===== config.mk =====
export PLATFORM = sky130hd
export DESIGN_NAME = hex_display_scanner
export DESIGN_NICKNAME = d
export VERILOG_FILES = /design/src/rtl/hex_display_scanner_pkg.sv /design/src/rtl/hex_display_scanner_prescaler.sv /design/src/rtl/hex_display_scanner.sv
export SDC_FILE = /design/constraint.sdc
export NUM_CORES = 1
export LEC_CHECK = 0
export CAP_MARGIN = 5
export CORE_MARGIN = 4
export CORE_UTILIZATION = 35
export CTS_CLUSTER_DIAMETER = 60
export DETAILED_ROUTE_END_ITERATION = 6
export MAX_ROUTING_LAYER = met4
export PLACE_DENSITY = 0.55
export SETUP_SLACK_MARGIN = 0.05
export SLEW_MARGIN = 5
export SYNTH_ARGS = -nofsm -noshare
export SYNTH_HDL_FRONTEND = slang
export SYNTH_SLANG_ARGS = --single-unit

===== constraint.sdc =====
create_clock -name clk -period 4.7 [get_ports clk]
set_input_delay 0.94 -clock clk [delete_from_list [all_inputs] [get_ports clk]]
set_output_delay 0.94 -clock clk [all_outputs]
set_load 0.05 [all_outputs]

===== src/rtl/hex_display_scanner_pkg.sv =====
// Shared types and helpers for the hex display scanner: digit limits, nibble type
// and the leading-zero blanking mask.
package hex_display_pkg;

  localparam int MAX_DIGITS = 8;

  typedef logic [3:0] nibble_t;

  // Bit i is set when nibbles i..num_digits-1 are all zero; digit 0 is never blanked.
  function automatic logic [MAX_DIGITS-1:0] lead_blank_mask(
    input logic [4*MAX_DIGITS-1:0] word,
    input int                      num_digits
  );
    logic [MAX_DIGITS-1:0] mask;
    logic                  zero_so_far;
    mask        = '0;
    zero_so_far = 1'b1;
    for (int i = MAX_DIGITS - 1; i >= 0; i--) begin
      if (i < num_digits) begin
        zero_so_far = zero_so_far && (word[4*i +: 4] == 4'h0);
        mask[i]     = zero_so_far && (i != 0);
      end
    end
    return mask;
  endfunction

endpackage


===== src/rtl/hex_display_scanner_prescaler.sv =====
// Refresh prescaler: free-running 0..REFRESH_DIV-1 counter with a terminal-count pulse.
module scan_prescaler #(
  parameter int REFRESH_DIV = 50000
) (
  input  logic clk,
  input  logic reset,
  output logic tick
);

  localparam int CW = (REFRESH_DIV > 1) ? $clog2(REFRESH_DIV) : 1;
  localparam logic [CW-1:0] LAST = CW'(REFRESH_DIV - 1);

  logic [CW-1:0] presc_reg;

  assign tick = (presc_reg == LAST);

  always_ff @(posedge clk or posedge reset) begin
    if (reset) begin
      presc_reg <= '0;
    end else if (tick) begin
      presc_reg <= '0;
    end else begin
      presc_reg <= presc_reg + 1'b1;
    end
  end

endmodule


===== src/rtl/hex_display_scanner.sv =====
// Multiplexed hex display scanner: double-buffered load with frame-boundary commit,
// one-hot digit scan and optional leading-zero blanking.
module hex_display_scanner
  import hex_display_pkg::*;
#(
  parameter int NUM_DIGITS    = 8,
  parameter int REFRESH_DIV   = 50000,
  parameter int BLANK_LEADING = 1
) (
  input  logic                    clk,
  input  logic                    reset,
  input  logic                    load_valid,
  output logic                    load_ready,
  input  logic [4*NUM_DIGITS-1:0] load_data,
  output logic [3:0]              digit_nibble,
  output logic [NUM_DIGITS-1:0]   digit_en,
  output logic                    digit_blank
);

  localparam int IW = (NUM_DIGITS > 1) ? $clog2(NUM_DIGITS) : 1;
  localparam logic [IW-1:0] LAST_IDX = IW'(NUM_DIGITS - 1);

  logic [4*NUM_DIGITS-1:0] disp_reg;
  logic [4*NUM_DIGITS-1:0] pend_reg;
  logic                    pend_full_reg;
  logic [IW-1:0]           idx_reg;
  logic                    tick;
  logic                    frame_end;
  logic                    accept;
  logic                    commit;
  nibble_t                 nib [NUM_DIGITS];
  logic [MAX_DIGITS-1:0]   blank_mask;

  scan_prescaler #(
    .REFRESH_DIV(REFRESH_DIV)
  ) u_presc (
    .clk  (clk),
    .reset(reset),
    .tick (tick)
  );

  for (genvar gi = 0; gi < NUM_DIGITS; gi++) begin : g_nib
    assign nib[gi] = disp_reg[4*gi +: 4];
  end

  assign blank_mask = lead_blank_mask((4*MAX_DIGITS)'(disp_reg), NUM_DIGITS);
  assign frame_end  = tick && (idx_reg == LAST_IDX);
  assign accept     = load_valid && load_ready;
  // Accept and commit are exclusive: accept needs an empty buffer, commit a full one.
  assign commit     = frame_end && pend_full_reg;

  always_ff @(posedge clk or posedge reset) begin
    if (reset) begin
      idx_reg <= '0;
    end else if (tick) begin
      idx_reg <= frame_end ? '0 : idx_reg + 1'b1;
    end
  end

  always_ff @(posedge clk or posedge reset) begin
    if (reset) begin
      pend_reg      <= '0;
      pend_full_reg <= 1'b0;
      load_ready    <= 1'b1;
      disp_reg      <= '0;
    end else begin
      if (accept) begin
        pend_reg      <= load_data;
        pend_full_reg <= 1'b1;
        load_ready    <= 1'b0;
      end else if (commit) begin
        pend_full_reg <= 1'b0;
        load_ready    <= 1'b1;
      end
      if (commit) begin
        disp_reg <= pend_reg;
      end
    end
  end

  // Outputs are registered from the pre-edge index and committed value.
  always_ff @(posedge clk or posedge reset) begin
    if (reset) begin
      digit_en     <= '0;
      digit_nibble <= 4'h0;
      digit_blank  <= 1'b1;
    end else begin
      digit_en     <= NUM_DIGITS'(1) << idx_reg;
      digit_nibble <= nib[idx_reg];
      digit_blank  <= (BLANK_LEADING != 0) ? blank_mask[idx_reg] : 1'b0;
    end
  end

endmodule


======== Yosys cells after proc, flatten, opt, wreduce, memory -nomap -nowiden ========
Index checks and enable logic that the tools add are counted.
word-level totals
  latch bits .............................. 0
  memories ................................ 0
  bits of input ports ..................... 35
  bits in registers ....................... 98
  memory bits (read-only) ................. 0
  output and inout bits ................... 14
  RAM bits ................................ 0
operators by class
  magnitude comparators ................... 2
  multiply operators ...................... 0
  equality and inequality tests ........... 2
  muxes and demuxes ....................... 11
  div/mod/pow operators ................... 0
  shift operators ......................... 1
  reductions and logical operators ........ 17
  bitwise operators ....................... 1
  add/subtract/negate cells ............... 2
operators with widths
  cell                                                         number
  zero test 4 bit                                              7
  adder 16 x 1 -> 16 bit (second input constant)               1
  equality test 16 bit (second input constant)                 1
  two-way mux 16 bit                                           1
  binary-select mux 4 bit (select 3 bit)                       1
  logical AND 1 bit                                            9
  two-way mux 4 bit                                            2
  left shift 1 x 3 -> 8 bit (first input constant)             1
  two-way mux 1 bit                                            5
  greater-or-equal comparator 4 bit (second input constant)    1
  less-than comparator 3 x 4 -> 1 bit (second input constant)  1
  NOT 3 -> 4 bit                                               1
  adder 3 x 1 -> 3 bit (second input constant)                 1
  binary-select mux 1 bit (select 3 bit)                       1
  equality test 3 bit (second input constant)                  1
  two-way mux 3 bit                                            1
  nonzero test 2 bit                                           1

======== Longest topological paths before layout ========
Gate-level depths: netlist of the first run.
  depth after elaboration ................. 9
  gate-level depth with buffers ........... 8
  mapped depth without buffers ............ 5

======== By module ========
Synthesis of the first run repeated with hierarchy kept, for this count alone.
unflattened totals
  cell total of the unflattened synthesis .. 291
  area, all modules ....................... 4,139.0 µm²
modules (own cells, without submodules)
  module               cells each  area an instance (µm²)  times used  seq. area each (µm²)
  hex_display_scanner  223         3,382.0                 1           2,054.5
  scan_prescaler       68          757.0                   1           400.4

======== Least setup slack after synthesis of the first run ========
OpenSTA, ideal clock, no wires.
  kind .................................... register to register
  start point ............................. register u_presc.presc_reg[0]
  end point ............................... register disp_reg[0]
  clock period less this slack ............ 1.928 ns
  library setup time ...................... 0.125 ns
  path slack .............................. 2.772 ns
  buffers on the path ..................... 3
  arrival ................................. 1.803 ns
  stages on the path, launching flop included .. 9
  path through ............................ dfrtp_1 ha_1 and3_1 and4_1 buf_6 and3_4 buf_6 buf_12 mux2_4
on the way
  longest elaborated chain between the ends .. 3
ends and longest elaborated chain
  element                   line                                 text
  start: declaration        hex_display_scanner_prescaler.sv:13  logic [CW-1:0] presc_reg;
  start signal: assignment  hex_display_scanner_prescaler.sv:23  presc_reg <= presc_reg + 1'b1;
  equality test 16 bit      hex_display_scanner_prescaler.sv:15  assign tick = (presc_reg == LAST);
  logical AND 1 bit         hex_display_scanner.sv:47            assign frame_end = tick && (idx_reg == LAST_IDX);
  logical AND 1 bit         hex_display_scanner.sv:50            assign commit = frame_end && pend_full_reg;
  end signal: assignment    hex_display_scanner.sv:76            disp_reg <= pend_reg;
  end: declaration          hex_display_scanner.sv:23            logic [4*NUM_DIGITS-1:0] disp_reg;
Every way passes these cells.
A chain may end at the register's enable or synchronous reset.

======== Final worst setup path of the first run ========
  start point ............................. register u_presc.presc_reg[0]
  end point ............................... register disp_reg[27]
The elaborated chain is that of the path after synthesis.

==> results of run 1 <==
critical path: stages, from the launching register on:
cell     delay (ps)
dfrtp_1         380
ha_1            190
and3_1          230
and4_1          590
nand3_1         810
mux2_2          550
per-layer routing:
metal  routed length [µm]  GRT usage (%)
met5                    0              -
met4                   95          4.128
met3                  200          2.931
met2                 3493          18.02
met1                 3663          16.56
worst max path at each step:
stage | start | endpoint | slack [ps] | cells after the start
floorplan | reset | digit_en[0]$_DFF_PP0_ | 1200 | 1
global placement | u_presc.presc_reg[0]$_DFF_PP0_ | disp_reg[27]$_DFFE_PP0P_ | 1850 | 5
detailed placement | u_presc.presc_reg[0]$_DFF_PP0_ | disp_reg[18]$_DFFE_PP0P_ | 1730 | 5
CTS | u_presc.presc_reg[0]$_DFF_PP0_ | disp_reg[27]$_DFFE_PP0P_ | 1730 | 5
global route | u_presc.presc_reg[0]$_DFF_PP0_ | disp_reg[27]$_DFFE_PP0P_ | 1540 | 5
finish | u_presc.presc_reg[0]$_DFF_PP0_ | disp_reg[27]$_DFFE_PP0P_ | 1810 | 5
cells by family (layout without fill, tap and decap cells):
family | after synthesis | count (layout) | synth area share (%)
AOI/OAI and AO/OA | 13 | 13 | 1.891
muxes | 75 | 75 | 23.23
and+or+nand+nor | 73 | 73 | 9.514
xor gates and xnor gates | 10 | 10 | 2.101
adders and majority gates | 7 | 7 | 2.101
DFF | 98 | 98 | 58.88
buffers and inverters | 16 | 70 | 2.281
stage by stage:
| stage | utilization (%) | power [mW] | setup slack (ps) |
|---|---|---|---|
| finish | 44.14 | 1.711 | 1810 |
| global route | 44.14 | 1.782 | 1544 |
| CTS | 44.14 | 1.736 | 1733 |
| detailed placement | 41.48 | 0.9907 | 1733 |
| global placement | 41.48 | 0.9885 | 1846 |
| floorplan | - | 0.9430 | 1201 |
final cells by class:
| class | instances | area, µm² | area share [%] |
|---|---|---|---|
| repair buffers | 50 | 508.0 | 9.993 |
| well taps | 143 | 178.9 | 3.520 |
| multi-input cells | 178 | 1619 | 31.85 |
| flip-flops and latches | 98 | 2455 | 48.29 |
| clock buffers | 11 | 242.7 | 4.775 |
| clock inverters | 5 | 63.81 | 1.255 |
| inverters | 4 | 16.27 | 0.3200 |
power by group through the flow:
stage / logic (mW) / clock network (mW) / registers, mW
3_5_place_dp: 0.0796 / 0 / 0.911
5_1_grt: 0.0872 / 0.796 / 0.898
2_1_floorplan: 0.0409 / 0 / 0.902
6_report: 0.0770 / 0.740 / 0.894
3_3_place_gp: 0.0777 / 0 / 0.911
4_1_cts: 0.0798 / 0.761 / 0.895
cell usage in the layout (no fill, tap or decap), types with 2 or more instances in the layout:
cell type	count
dfrtp_1	96
mux2_2	54
clkdlybuf4s50_1	48
nand2_1	23
mux2_4	10
nor2_1	10
clkbuf_16	9
mux4_2	8
ha_1	7
nand3_1	6
xor2_1	6
o21ai_0	6
nor4_1	6
and4_1	5
nor2b_1	5
and2_1	4
xnor2_1	4
and3_1	3
mux2i_1	3
a21oi_1	3
clkinv_4	3
nand2b_1	2
nand4_1	2
inv_1	2
dfstp_2	2
==> results.rst, run 1 <==
.. list-table::
   :header-rows: 1

   * - Metric
     - Value
   * - Crit path launch type
     - flop
   * - CTS sink count
     - 98
   * - Count of fill cells added during filler insertion
     - around 1100
   * - Die Area
     - roughly 0.014 mm²
   * - Max-slew headroom at the worst pin
     - 34.43%
   * - Routed WL per cell
     - roughly 15 µm
   * - Category of the critical setup timing path
     - reg -> reg
   * - Clk Tree Root Cell
     - clkbuf_16
   * - Clock Power Share
     - 43.2%
   * - Total I/O pin count
     - 49
   * - P_sw
     - 0.3555 mW
   * - Fraction of power spent switching nets
     - 20.77%
   * - Crit path required time
     - 4920 ps
   * - Total of flip-flops plus latches after synthesis
     - 98
   * - Worst reg-to-reg path cell count
     - 5
   * - H-tree lvl count
     - 3
   * - Leading post-synthesis cells by cell area
     - dfrtp_1 58%, mux2_2 15%, mux4_2 4.3%
   * - Proportion of synthesized chip area in sequential cells
     - 58.88%
   * - Internal power summed over all cells
     - 1.356 mW
   * - Share of flip-flops with an asynchronous set or reset
     - 100.0%
   * - First drt pass iteration count
     - 4
   * - HP Start
     - u_presc.presc_reg[0]$_DFF_PP0_
   * - Reg clk slew, reported paths
     - about 60 ps
   * - Slew at the pin closest to its max-slew limit
     - 980.8 ps
   * - Sequential fraction of design power
     - 52.3%
   * - Share of layout cells above drive strength 1
     - 26.88%
   * - Y dimension of the die
     - 117.1 µm
   * - Largest fanout on the critical path
     - 20
   * - Detailed-route wire length
     - 7452 µm
   * - Sum of negative setup slack
     - 0 ps
   * - Clock buffer depth
     - 2
   * - Worst skew pair latency
     - 340 ps
   * - Setup repair after global routing missed its margin
     - no
   * - Antenna Diode Count
     - 0
   * - Via count of the first global-routing pass
     - 2566
   * - Mean instance size in the synthesized netlist
     - 14.28 µm²
   * - Relative contribution of combinational cells to total power
     - 4.5%
   * - Number of vias per cell after detailed routing
     - 4.853
   * - Buffers inserted during post-CTS setup optimization
     - 0
   * - Crit end category
     - flop
   * - GRT Util Overall
     - 12.20%
   * - Worst voltage drop across the vdd grid
     - 167.4 µV
   * - Share of the cycle needed by the critical path after routing
     - 61.48%
   * - Reg2Reg Setup Slack
     - 1810 ps
   * - Number of buffers inserted for hold repair after clock tree synthesis
     - 0
   * - Final weighted congestion in routability-driven placement
     - 0.7983
   * - Endpoint of the worst-slack reg-to-reg timing path
     - disp_reg[27]$_DFFE_PP0P_
   * - Depth of the worst hold-timing path
     - 1
   * - Global-route wire length before repair
     - around 13000 µm
   * - Main flop type after synthesis
     - dfrtp_1
   * - Total of max-cap violations
     - 0
   * - Post-CTS sizing
     - 0
   * - Initial antenna violation count
     - 0
   * - Gate count of the mapped netlist
     - 292
   * - Highest attainable clock frequency
     - approximately 350 MHz
   * - Post-DRT Antenna Nets
     - 0
   * - Area growth syn-to-layout
     - 21.94%
   * - Post-route cell area
     - 0.005084 mm²
   * - Status
     - completed
   * - Nets in the synthesized netlist
     - about 330
   * - Clock tree skew after final layout
     - about 9.5 ps
   * - Fraction of synthesized cell area taken by the top area cell type
     - 57.62%
   * - Iter 0 DRT Violations
     - between 80 and 90
   * - Final cell count without fillers
     - 489
   * - TritonCTS clock tree
     - built
   * - Grt total ovfl
     - 0
   * - Most instantiated library cell after synthesis
     - dfrtp_1
   * - Core region area
     - 0.01152 mm²
   * - Final number of max-transition violations
     - 0
   * - Estimated wirelength of the detail-placed design
     - between 5000 and 6000 µm
   * - Class of the worst hold path
     - reg -> reg
   * - Routed vias
     - 2373
   * - Mapped cell area
     - around 0.0042 mm²
   * - Worst hold path endpoint
     - u_presc.presc_reg[0]$_DFF_PP0_
   * - Number of synthesized flops with an enable pin
     - 0
   * - Final net count
     - between 300 and 400
   * - Cell count after placement
     - around 470
   * - Power per standard cell area
     - 336.6 mW/mm²
   * - Most used standard cells in the synthesized netlist
     - 96 x dfrtp_1, 54 x mux2_2, 23 x nand2_1, 10 x mux2_4, 10 x nor2_1
   * - Worst hold slack
     - 482.1 ps
   * - Row cnt
     - 39
   * - Leakage
     - between 2 and 2.5 nW
   * - Final count of hold timing violations
     - 0
   * - Crit path time final
     - between 2000 and 3000 ps
   * - Launching point of the worst reg2reg path
     - u_presc.presc_reg[0]$_DFF_PP0_
   * - Effective utilization at floorplan
     - 36.20%
   * - Cell variety after synth
     - 39
   * - Pin count of the biggest net entering global routing
     - 99
   * - Critical path data arrival time
     - between 3000 and 4000 ps
   * - Port Buffers
     - 48
   * - Synthesis Warnings
     - 0
   * - Largest area contributor in the synthesized netlist
     - dfrtp_1
   * - Area after DPL
     - roughly 0.0048 mm²
   * - Drc violations
     - 0
   * - Width of the chip
     - 117.1 µm
   * - Number of buffers added by the clock tree synthesis step
     - 9
   * - Setup violation total in the final timing report
     - 0
No activity file was read; power rests on OpenSTA's default activity.
==> inputs of run 2 (changes only) <==
Settings changed: PLACE_DENSITY 0.55 to 0.57.
Clock period 4.7 ns to 2.6 ns, I/O delays scaled along.
==> results.rst, run 2 (synthesis gave the netlist of run 1 again) <==
.. list-table::
   :header-rows: 1

   * - Metric
     - Value
   * - Status
     - completed (unchanged)
   * - Critical path's largest stage delay
     - 810 ps (about the same)
   * - Worst skew pair latency
     - 340 ps (about the same)
   * - Critical path data arrival time
     - 1730 ps (was 3110 ps)
   * - Number of buffers inserted for hold repair after clock tree synthesis
     - 0 (unchanged)
   * - Via count of the first global-routing pass
     - 2524 (was 2566)
   * - Standard cell with the maximum stage delay on the critical path
     - clkdlybuf4s50_1 (was nand3_1)
   * - Effective utilization at floorplan
     - 36.20% (unchanged)
   * - Share of layout cells above drive strength 1
     - 27.84% (was 26.88%)
   * - GRT Util Overall
     - 12.56% (was 12.20%)
   * - H-tree lvl count
     - 3 (unchanged)
   * - Final cell count without fillers
     - 495 (was 489)
   * - Crit end category
     - primary output (was flop)
   * - Y dimension of the die
     - 117.1 µm (unchanged)
   * - Final number of max-transition violations
     - 0 (unchanged)
   * - Category of the critical setup timing path
     - reg -> out (was reg -> reg)
   * - Setup violation total in the final timing report
     - 0 (unchanged)
   * - Combined buffer and inverter count along the critical path
     - 1 (was 0)
   * - Final count of hold timing violations
     - 0 (unchanged)
   * - Final net count
     - 389 (was 383)
   * - Leakage
     - 2.375 nW (was 2.341 nW)
   * - Worst voltage drop across the vdd grid
     - 429.9 µV (was 167.4 µV)
   * - Estimated wirelength of the detail-placed design
     - 5480 µm (was 5184 µm)
   * - Chain of cells forming the critical path
     - clkdlybuf4s50_1 (was ha_1 > and3_1 > and4_1 > nand3_1 > mux2_2)
   * - Width of the chip
     - 117.1 µm (unchanged)
   * - Class of the worst hold path
     - reg -> reg (unchanged)
   * - Share of the cycle needed by the critical path after routing
     - 86.53%
   * - Slew at the pin closest to its max-slew limit
     - 715.1 ps (was 980.8 ps)
   * - Final weighted congestion in routability-driven placement
     - 0.7818 (was 0.7983)
   * - Buffers inserted during post-CTS setup optimization
     - 0 (unchanged)
   * - Overall power of the completed layout
     - 3.173 mW (was 1.711 mW)
   * - TritonCTS clock tree
     - built (unchanged)
   * - Most frequent cells in the layout
     - 96 x dfrtp_1, 54 x mux2_2, 48 x clkdlybuf4s50_1, 23 x nand2_1 (unchanged)
   * - Clock tree skew after final layout
     - 6.351 ps (was 9.452 ps)
   * - Row cnt
     - 39 (unchanged)
   * - Sum of negative setup slack
     - 0 ps (unchanged)
   * - CTS sink count
     - 98 (unchanged)
   * - Crit path time final
     - 2250 ps
   * - Post-CTS sizing
     - 0 (unchanged)
   * - First drt pass iteration count
     - 3 (was 4)
   * - Reg clk slew, reported paths
     - 60 ps (about the same)
   * - Die Area
     - 0.01372 mm² (unchanged)
   * - Initial antenna violation count
     - 0 (unchanged)
   * - Cell count after placement
     - 479 (was 473)
   * - Clock buffer depth
     - 2 (unchanged)
   * - Detailed-route wire length
     - 7597 µm (was 7452 µm)
   * - Largest fanout on the critical path
     - 4 (was 20)
   * - Clk Tree Root Cell
     - clkbuf_16 (unchanged)
   * - Total I/O pin count
     - 49 (unchanged)
   * - Routed vias
     - 2449 (was 2373)
   * - Core region area
     - 0.01152 mm² (unchanged)
   * - Grt total ovfl
     - 0 (unchanged)
   * - Kind of cell with the highest combined delay on the critical path
     - buffers and inverters (was simple AND/OR/NAND/NOR gates)
   * - Total of max-cap violations
     - 0 (unchanged)
   * - Crit path required time
     - 2080 ps (was 4920 ps)
   * - Pin count of the biggest net entering global routing
     - 33 (was 99)
   * - Max-slew headroom at the worst pin
     - 52.22% (was 34.43%)
   * - Crit path launch type
     - flop (unchanged)
   * - Post-DRT Antenna Nets
     - 0 (unchanged)
   * - Port Buffers
     - 48 (unchanged)
   * - Highest attainable clock frequency
     - 444.5 MHz
   * - Number of vias per cell after detailed routing
     - 4.947 (was 4.853)
   * - Setup repair after global routing missed its margin
     - no (unchanged)
   * - Antenna Diode Count
     - 0 (unchanged)
   * - Iter 0 DRT Violations
     - 189 (was 88)
   * - Most common cell after layout, fill and taps aside
     - dfrtp_1 (unchanged)
   * - Global-route wire length before repair
     - 12770 µm (was 12590 µm)
   * - Power per standard cell area
     - 615.0 mW/mm² (was 336.6 mW/mm²)
   * - Drc violations
     - 0 (unchanged)
   * - Routed WL per cell
     - 15.35 µm (was 15.24 µm)
   * - Number of buffers added by the clock tree synthesis step
     - 9 (unchanged)
   * - Area growth syn-to-layout
     - 23.74% (was 21.94%)
[run 2: through the flow]
step	area, µm²	setup WS (ps)	util [%]	hold slack (ps)
finish	5159	350.2	44.80	488.3
detailed placement	4837	567.3	42.00	480.5
global placement	4837	592.9	42.00	458.2
global route	5159	296.0	44.80	506.4
CTS	5159	331.6	44.80	489.3
floorplan	4173	672.1	-	447.9
[run 2: final timing paths]
kind                            slack, ps  cells past startpoint                             end                             from
worst max-delay path                  350                      1                      load_ready           load_ready$_DFFE_PP1P_
worst min-delay path                  490                      1  u_presc.presc_reg[0]$_DFF_PP0_   u_presc.presc_reg[0]$_DFF_PP0_
worst max register to register        650                      4        disp_reg[10]$_DFFE_PP0P_  u_presc.presc_reg[12]$_DFF_PP0_
worst min register to register        490                      1  u_presc.presc_reg[0]$_DFF_PP0_   u_presc.presc_reg[0]$_DFF_PP0_
max in group asynchronous            1260                      3        pend_reg[26]$_DFFE_PP0P_                            reset
min in group asynchronous             640                      2         pend_reg[1]$_DFFE_PP0P_                            reset
[run 2: cell type report]
type / instances / area (µm²)
timing repair buffer: 56 / 565.5
clock buffer: 12 / 246.5
inverter: 4 / 18.77
sequential: 98 / 2455
multi-input combinational: 178 / 1619
fill: 1052 / 6357
clock inverter: 4 / 75.07
tap: 143 / 178.9
[run 2: where the power goes]
| part | total (mW) | leakage (nW) | switching (mW) | internal, mW |
|---|---|---|---|---|
| registers | 1.62 | 1.29 | 0.0326 | 1.58 |
| clock network | 1.41 | 0.149 | 0.542 | 0.870 |
| logic | 0.144 | 0.937 | 0.0501 | 0.0939 |
[run 2: layer usage]
layer	track usage [%]	vias up	share of wire [%]	wire [µm]
met1	16.04	1258	47	3537
met5	-	-	0	0
met4	5.122	0	2.0	150
met3	3.239	11	3.2	245
li1	-	1145	-	-
met2	19.12	35	48	3663
